**src/rtl/sar_approx_ctrl8.sv**
```systemverilog
// 8-bit successive-approximation / tracking controller driving the SAR DAC code.
// Optional build macro SAR_TRACK_HYST_EN: TRACK steps only after two agreeing comparator samples.
module sar_approx_ctrl8 (
  input  logic       ClockT,
  input  logic       ResetN,
  input  logic       Start,
  input  logic       TrackEn,
  input  logic       CmpOut,
  output logic [7:0] SAROut,
  output logic [1:0] StateP,
  output logic       Inc,
  output logic       Dcr,
  output logic       Busy,
  output logic       EOC
);

  // Encoding doubles as the published phase code.
  typedef enum logic [1:0] {
    StIdle  = 2'b00,
    StConv  = 2'b01,
    StDone  = 2'b11,
    StTrack = 2'b10
  } state_e;

  state_e     state_q, state_d;
  logic [7:0] sar_q, sar_d;
  logic [2:0] bit_q, bit_d;
  logic       inc_q, inc_d;
  logic       dcr_q, dcr_d;
  logic       busy_q, busy_d;
  logic       eoc_q, eoc_d;
  logic       step_ok;

`ifdef SAR_TRACK_HYST_EN
  // hyst_q = {last polarity, one unconsumed sample of that polarity}
  logic [1:0] hyst_q, hyst_d;
  assign step_ok = hyst_q[0] && (hyst_q[1] == CmpOut);
`else
  assign step_ok = 1'b1;
`endif

  always_ff @(posedge ClockT or negedge ResetN) begin
    if (!ResetN) begin
      state_q <= StIdle;
      sar_q   <= 8'h00;
      bit_q   <= 3'd7;
      inc_q   <= 1'b0;
      dcr_q   <= 1'b0;
      busy_q  <= 1'b0;
      eoc_q   <= 1'b0;
`ifdef SAR_TRACK_HYST_EN
      hyst_q  <= 2'b00;
`endif
    end else begin
      state_q <= state_d;
      sar_q   <= sar_d;
      bit_q   <= bit_d;
      inc_q   <= inc_d;
      dcr_q   <= dcr_d;
      busy_q  <= busy_d;
      eoc_q   <= eoc_d;
`ifdef SAR_TRACK_HYST_EN
      hyst_q  <= hyst_d;
`endif
    end
  end

  always_comb begin
    state_d = state_q;
    case (state_q)
      StIdle:  if (Start) state_d = StConv;
      StConv:  if (bit_q == 3'd0) state_d = StDone;
      StDone:  state_d = TrackEn ? StTrack : StIdle;
      StTrack: begin
        if (Start) begin
          state_d = StConv;
        end else if (!TrackEn) begin
          state_d = StIdle;
        end
      end
      default: state_d = StIdle;
    endcase
  end

  always_comb begin
    sar_d = sar_q;
    bit_d = bit_q;
    inc_d = 1'b0;
    dcr_d = 1'b0;
`ifdef SAR_TRACK_HYST_EN
    hyst_d = hyst_q;
`endif
    case (state_q)
      StIdle: begin
        if (Start) begin
          sar_d = 8'h80;
          bit_d = 3'd7;
        end
      end
      StConv: begin
        sar_d[bit_q] = CmpOut;
        if (bit_q != 3'd0) begin
          sar_d[bit_q - 3'd1] = 1'b1;
          bit_d = bit_q - 3'd1;
        end
      end
      StTrack: begin
        if (Start) begin
          sar_d = 8'h80;
          bit_d = 3'd7;
        end else if (TrackEn) begin
          if (step_ok) begin
            if (CmpOut && (sar_q != 8'hFF)) begin
              sar_d = sar_q + 8'd1;
              inc_d = 1'b1;
            end else if (!CmpOut && (sar_q != 8'h00)) begin
              sar_d = sar_q - 8'd1;
              dcr_d = 1'b1;
            end
`ifdef SAR_TRACK_HYST_EN
            hyst_d = 2'b00;
          end else begin
            hyst_d = {CmpOut, 1'b1};
`endif
          end
        end
      end
      default: ;
    endcase
`ifdef SAR_TRACK_HYST_EN
    if (state_d != StTrack) hyst_d = 2'b00;
`endif
    busy_d = (state_d == StConv);
    eoc_d  = (state_d == StDone);
  end

  assign SAROut = sar_q;
  assign StateP = state_q;
  assign Inc    = inc_q;
  assign Dcr    = dcr_q;
  assign Busy   = busy_q;
  assign EOC    = eoc_q;

endmodule

```
**config.mk**
```make
export PLATFORM = sky130hd
export DESIGN_NAME = sar_approx_ctrl8
export DESIGN_NICKNAME = d
export VERILOG_FILES = /design/src/rtl/sar_approx_ctrl8.sv
export SDC_FILE = /design/constraint.sdc
export NUM_CORES = 1
export LEC_CHECK = 0
export ABC_CLOCK_PERIOD_IN_PS = 2800
export CAP_MARGIN = 15
export CORE_MARGIN = 8
export CORE_UTILIZATION = 55
export CTS_CLUSTER_SIZE = 16
export DETAILED_ROUTE_END_ITERATION = 8
export PLACE_DENSITY = 0.79
export REMOVE_ABC_BUFFERS = 1
export SYNTH_ARGS = -nofsm -noshare
export SYNTH_HDL_FRONTEND = slang
export SYNTH_SLANG_ARGS = --single-unit
export TNS_END_PERCENT = 20
```
**constraint.sdc**
```tcl
create_clock -name ClockT -period 2.8 [get_ports ClockT]
set_input_delay 0.56 -clock ClockT [delete_from_list [all_inputs] [get_ports ClockT]]
set_output_delay 0.56 -clock ClockT [all_outputs]
set_load 0.01 [all_outputs]
```
==> impl_metrics.prom <==
# TYPE chip_impl_metric gauge
chip_impl_metric{name="power_per_cell_area",unit="nW/um^2"} 1279
chip_impl_metric{name="core_region_area",unit="um^2"} 2663
chip_impl_metric{name="routed-via-count",unit=""} 1503
chip_impl_info{name="yosys_most_used_dff",value="dfrtp_1"} 1
chip_impl_info{name="cp_top_family",value="compound AO/OA/AOI/OAI gates"} 1
chip_impl_metric{name="synth_seq_cells",unit=""} 17
chip_impl_info{name="crit_chain",value="nand4_1 -> o21ai_2 -> ha_1 -> a211oi_1 -> o21ai_1 -> o31ai_1 -> xor2_1 -> a21oi_1"} 1
chip_impl_metric{name="clock_sink_count",unit=""} 17
chip_impl_metric{name="dp_hpwl",unit="um"} 3199
chip_impl_metric{name="routability_driven_placement_congestion_ratio",unit=""} 0.9088
chip_impl_metric{name="clock_skews",unit="ps"} 16.89
chip_impl_info{name="status",value="finished, final reports clean"} 1
chip_impl_metric{name="wirelength",unit="um"} 4233
chip_impl_metric{name="seq_power_share",unit="%"} 22.9
chip_impl_metric{name="io_pins",unit=""} 19
chip_impl_metric{name="fin_setup_tns",unit="ps"} 0
chip_impl_metric{name="leakage",unit="nW"} 0.7913
chip_impl_info{name="rsz_0062_raised_after_global_routing",value="false"} 1
chip_impl_info{name="tritoncts",value="yes"} 1
chip_impl_metric{name="switching_share",unit="%"} 48.01
chip_impl_info{name="path_class",value="register to register"} 1
chip_impl_metric{name="gr-total-overflow",unit=""} 0
chip_impl_metric{name="vdd_drop_max",unit="V"} 0.0007915
chip_impl_metric{name="drv.max_cap_violation_count",unit=""} 0
chip_impl_metric{name="antenna-diode-count",unit=""} 0
chip_impl_metric{name="layout_min_cycle_time",unit="ps"} 2522
chip_impl_metric{name="finalCritPeriodShare",unit="%"} 90.09
chip_impl_metric{name="p_clk_share",unit="%"} 6.5
chip_impl_info{name="worst_r2r_startpoint",value="SAROut[5]"} 1
chip_impl_metric{name="maxSlewHeadroom",unit="%"} 44.58
chip_impl_metric{name="synth-edff-count",unit=""} 0
chip_impl_metric{name="worst_setup_hold_path_clk_slew",unit="ps"} 130
chip_impl_metric{name="antenna_violating_nets_post_route",unit=""} 0
chip_impl_metric{name="layout_overhead_on_the_synthesized_area",unit="%"} 19.31
chip_impl_metric{name="numCtsBuffers",unit=""} 3
chip_impl_metric{name="die_width",unit="um"} 68.05
chip_impl_metric{name="timing.critical_path.required",unit="ps"} 2980
chip_impl_metric{name="drt_drc",unit=""} 0
chip_impl_metric{name="yosysWarnings",unit=""} 0
chip_impl_metric{name="placed_area",unit="um^2"} 1747
chip_impl_metric{name="internal_power",unit="W"} 0.001183
chip_impl_info{name="cts-root-buf",value="clkbuf_4"} 1
chip_impl_metric{name="finish.cell_count_without_fillers",unit=""} 228
chip_impl_metric{name="synthDistinctLibCells",unit=""} 46
chip_impl_metric{name="pwr-share-comb",unit="%"} 70.6
chip_impl_info{name="critPathLaunch",value="SAROut[5]"} 1
chip_impl_metric{name="path_buf_inv",unit=""} 0
chip_impl_info{name="critical_path.slowest_cell",value="dfrtp_1"} 1
chip_impl_metric{name="drt_iter0_drc",unit=""} 145
chip_impl_info{name="hp-class",value="register to register"} 1
chip_impl_metric{name="synth_area_per_cell",unit="um^2"} 8.664
chip_impl_metric{name="crit_path_max_incr_delay",unit="ps"} 520
chip_impl_metric{name="port_buffers",unit=""} 18
chip_impl_metric{name="clock.fmax",unit="GHz"} 0.3964
chip_impl_info{name="timing.hold.worst.start",value="bit_q[1]"} 1
chip_impl_metric{name="final_layout_size_suffix_gt1_share",unit="%"} 10.66
chip_impl_metric{name="timing.critical_path.fanout_max",unit=""} 7
chip_impl_metric{name="overall_routing_resource_usage",unit="%"} 19.46
chip_impl_metric{name="postLayoutSetupSlackWorst",unit="ps"} 277.5
chip_impl_metric{name="floorplan.die_area",unit="um^2"} 4631
chip_impl_metric{name="final_cell_area",unit="um^2"} 1778
chip_impl_metric{name="worstPathArrival",unit="ps"} 2700
chip_impl_metric{name="ctsLongestPathBuffers",unit=""} 2
chip_impl_metric{name="dp.cells",unit=""} 224
chip_impl_metric{name="hold_viol_final",unit=""} 0
chip_impl_metric{name="via_per_inst",unit=""} 6.592
chip_impl_metric{name="cts_max_level",unit=""} 1
chip_impl_metric{name="grt_max_degree",unit=""} 18
chip_impl_info{name="crit_path_end_kind",value="register"} 1
chip_impl_metric{name="grt_pass1_vias",unit=""} 1481
chip_impl_metric{name="finalSetupViolations",unit=""} 0
chip_impl_metric{name="drt_pass1_iterations",unit=""} 4
chip_impl_metric{name="cts_hold_repair.buffers",unit=""} 0
chip_impl_metric{name="initial_antenna_violation_count",unit=""} 0
chip_impl_metric{name="insertion_delay",unit="ps"} 310
chip_impl_metric{name="drv_slew",unit=""} 0
chip_impl_metric{name="first_pass_grt_wire_length",unit="um"} 6969
chip_impl_info{name="worst_setup_path_start_kind",value="register"} 1
chip_impl_metric{name="sequential_cell_area_fraction_in_the_yosys_report",unit="%"} 28.80
chip_impl_metric{name="netSwitchingPower",unit="W"} 0.001092
chip_impl_metric{name="post-place-ws",unit="ps"} 85.85
chip_impl_metric{name="initial_util",unit="%"} 55.97
chip_impl_metric{name="avgRoutedWirePerCell",unit="um"} 18.57
chip_impl_metric{name="worst_slew_pin_slew",unit="ps"} 828.7
chip_impl_metric{name="post_synth_instance_area",unit="um^2"} 1490
chip_impl_metric{name="synthesized_instance_count",unit=""} 172
chip_impl_metric{name="share_of_async_settable_or_async_resettable_flops_after_synthesis",unit="%"} 100.0
chip_impl_metric{name="die_height",unit="um"} 68.05
chip_impl_metric{name="final_net_count",unit=""} 218
chip_impl_metric{name="placementRows",unit=""} 19
-- cells in the mapped netlist, drive strengths merged, types with 2 or more instances --
| master | number | share of area, % |
|---|---|---|
| a211oi | 2 | 1.0 |
| a21o | 4 | 2.0 |
| a21oi | 14 | 4.7 |
| a22o | 3 | 1.8 |
| a2bb2oi | 3 | 1.8 |
| a31oi | 2 | 0.84 |
| a32oi | 2 | 1.2 |
| and2 | 3 | 1.4 |
| clkbuf | 4 | 1.0 |
| dfrtp | 14 | 24 |
| dfstp | 3 | 5.3 |
| ha | 14 | 12 |
| inv | 10 | 2.5 |
| mux2 | 2 | 1.5 |
| mux2i | 3 | 2.0 |
| nand2 | 10 | 2.5 |
| nand2b | 2 | 0.84 |
| nand3 | 3 | 1.0 |
| nand4 | 2 | 0.84 |
| nor2 | 13 | 3.3 |
| nor2b | 5 | 2.1 |
| nor3 | 3 | 1.0 |
| o211a | 2 | 1.3 |
| o211ai | 3 | 1.5 |
| o21a | 3 | 1.5 |
| o21ai | 17 | 5.7 |
| o31ai | 2 | 1.9 |
| or3 | 4 | 1.7 |
| or4 | 2 | 1.5 |
| xor2 | 5 | 2.9 |
-- placed cells by master (no fill, tap or decap), drive strengths merged, types with 2 or more instances in the layout --
cell            n
clkdlybuf4s50  18
a211oi          2
a2bb2oi         3
mux2i           3
buf             7
nor3            3
inv            10
a31oi           2
nand4           2
ha             14
nand2b          2
and2            3
or3             4
a22o            3
nor2           13
mux2            2
nand2          10
o21ai          17
o31ai           2
dfstp           3
a32oi           2
a21o            4
dfrtp          14
o21a            3
xor2            5
o211a           2
o211ai          3
clkbuf          3
or4             2
nand3           3
a21oi          14
nor2b           5
-- logic make-up after synthesis --
group           count (synthesis)  synth area share (%)
buf+inv                        14                 3.526
compound gates                 65                 29.72
flops                          17                 28.80
simple gates                   50                 17.80
xor+xnor                        6                 3.526
fa+ha+maj                      15                 13.10
mux                             5                 3.526
-- worst min-delay path, stage by stage (launching register included) --
cell and delay [ps]:
dfstp_2 430, nor2_1 110, a31oi_1 40
-- routing by layer --
metal	vias to the layer above	track usage, %	share of wire (%)
met2	79	33.53	50
met4	0	9.974	4.5
met3	26	2.455	6.2
li1	686	-	-
met5	-	0	0
met1	712	23.14	39
-- worst paths after layout --
kind	endpoint	slack [ps]	cells past startpoint
worst max register to register	SAROut[7]	280	8
min in group asynchronous	StateP[1]	710	1
worst max-delay path	SAROut[7]	280	8
worst min register to register	bit_q[1]	570	2
max in group asynchronous	SAROut[6]	1560	1
worst min-delay path	bit_q[1]	570	2
-- timing repair --
action                                  in CTS  in global routing
buffers inserted                             0                  0
resized for setup                            0                  1
endpoints found under the setup margin       0                  1
-- sequential cells by signal, summed over array words and instances, names as in the netlist --
name / cells
SAROut: 8
bit_q: 3
StateP: 2
Busy: 1
Dcr: 1
EOC: 1
Inc: 1
-- power by group through the flow --
| stage | Clock, W | Sequential (W) | Combinational [W] |
|---|---|---|---|
| 2_1_floorplan | 0 | 0.000562 | 0.00101 |
| 3_3_place_gp | 0 | 0.000518 | 0.00151 |
| 3_5_place_dp | 0 | 0.000525 | 0.00157 |
| 4_1_cts | 0.000144 | 0.000518 | 0.00158 |
| 5_1_grt | 0.000160 | 0.000544 | 0.00174 |
| 6_report | 0.000147 | 0.000521 | 0.00161 |
-- per-stage QoR --
stage                     hold slack [ps]  total power [W]  utilization [%]
after floorplan                     264.4         0.001570                -
after global placement              549.0         0.002032            65.60
after detailed placement            555.4         0.002093            65.60
after CTS                           573.5         0.002243            66.64
after global routing                659.2         0.002446            66.78
final                               572.0         0.002275            66.78
-- cell type report --
cell class | count | area, um^2
repair buffers | 25 | 232.7
flip-flops and latches | 17 | 429.2
clock inverters | 1 | 5.005
clock buffers | 3 | 22.52
fillers | 231 | 884.6
well taps | 31 | 38.79
inverters | 10 | 37.54
multi-input cells | 141 | 1012
No activity file was read; power rests on OpenSTA's default activity.
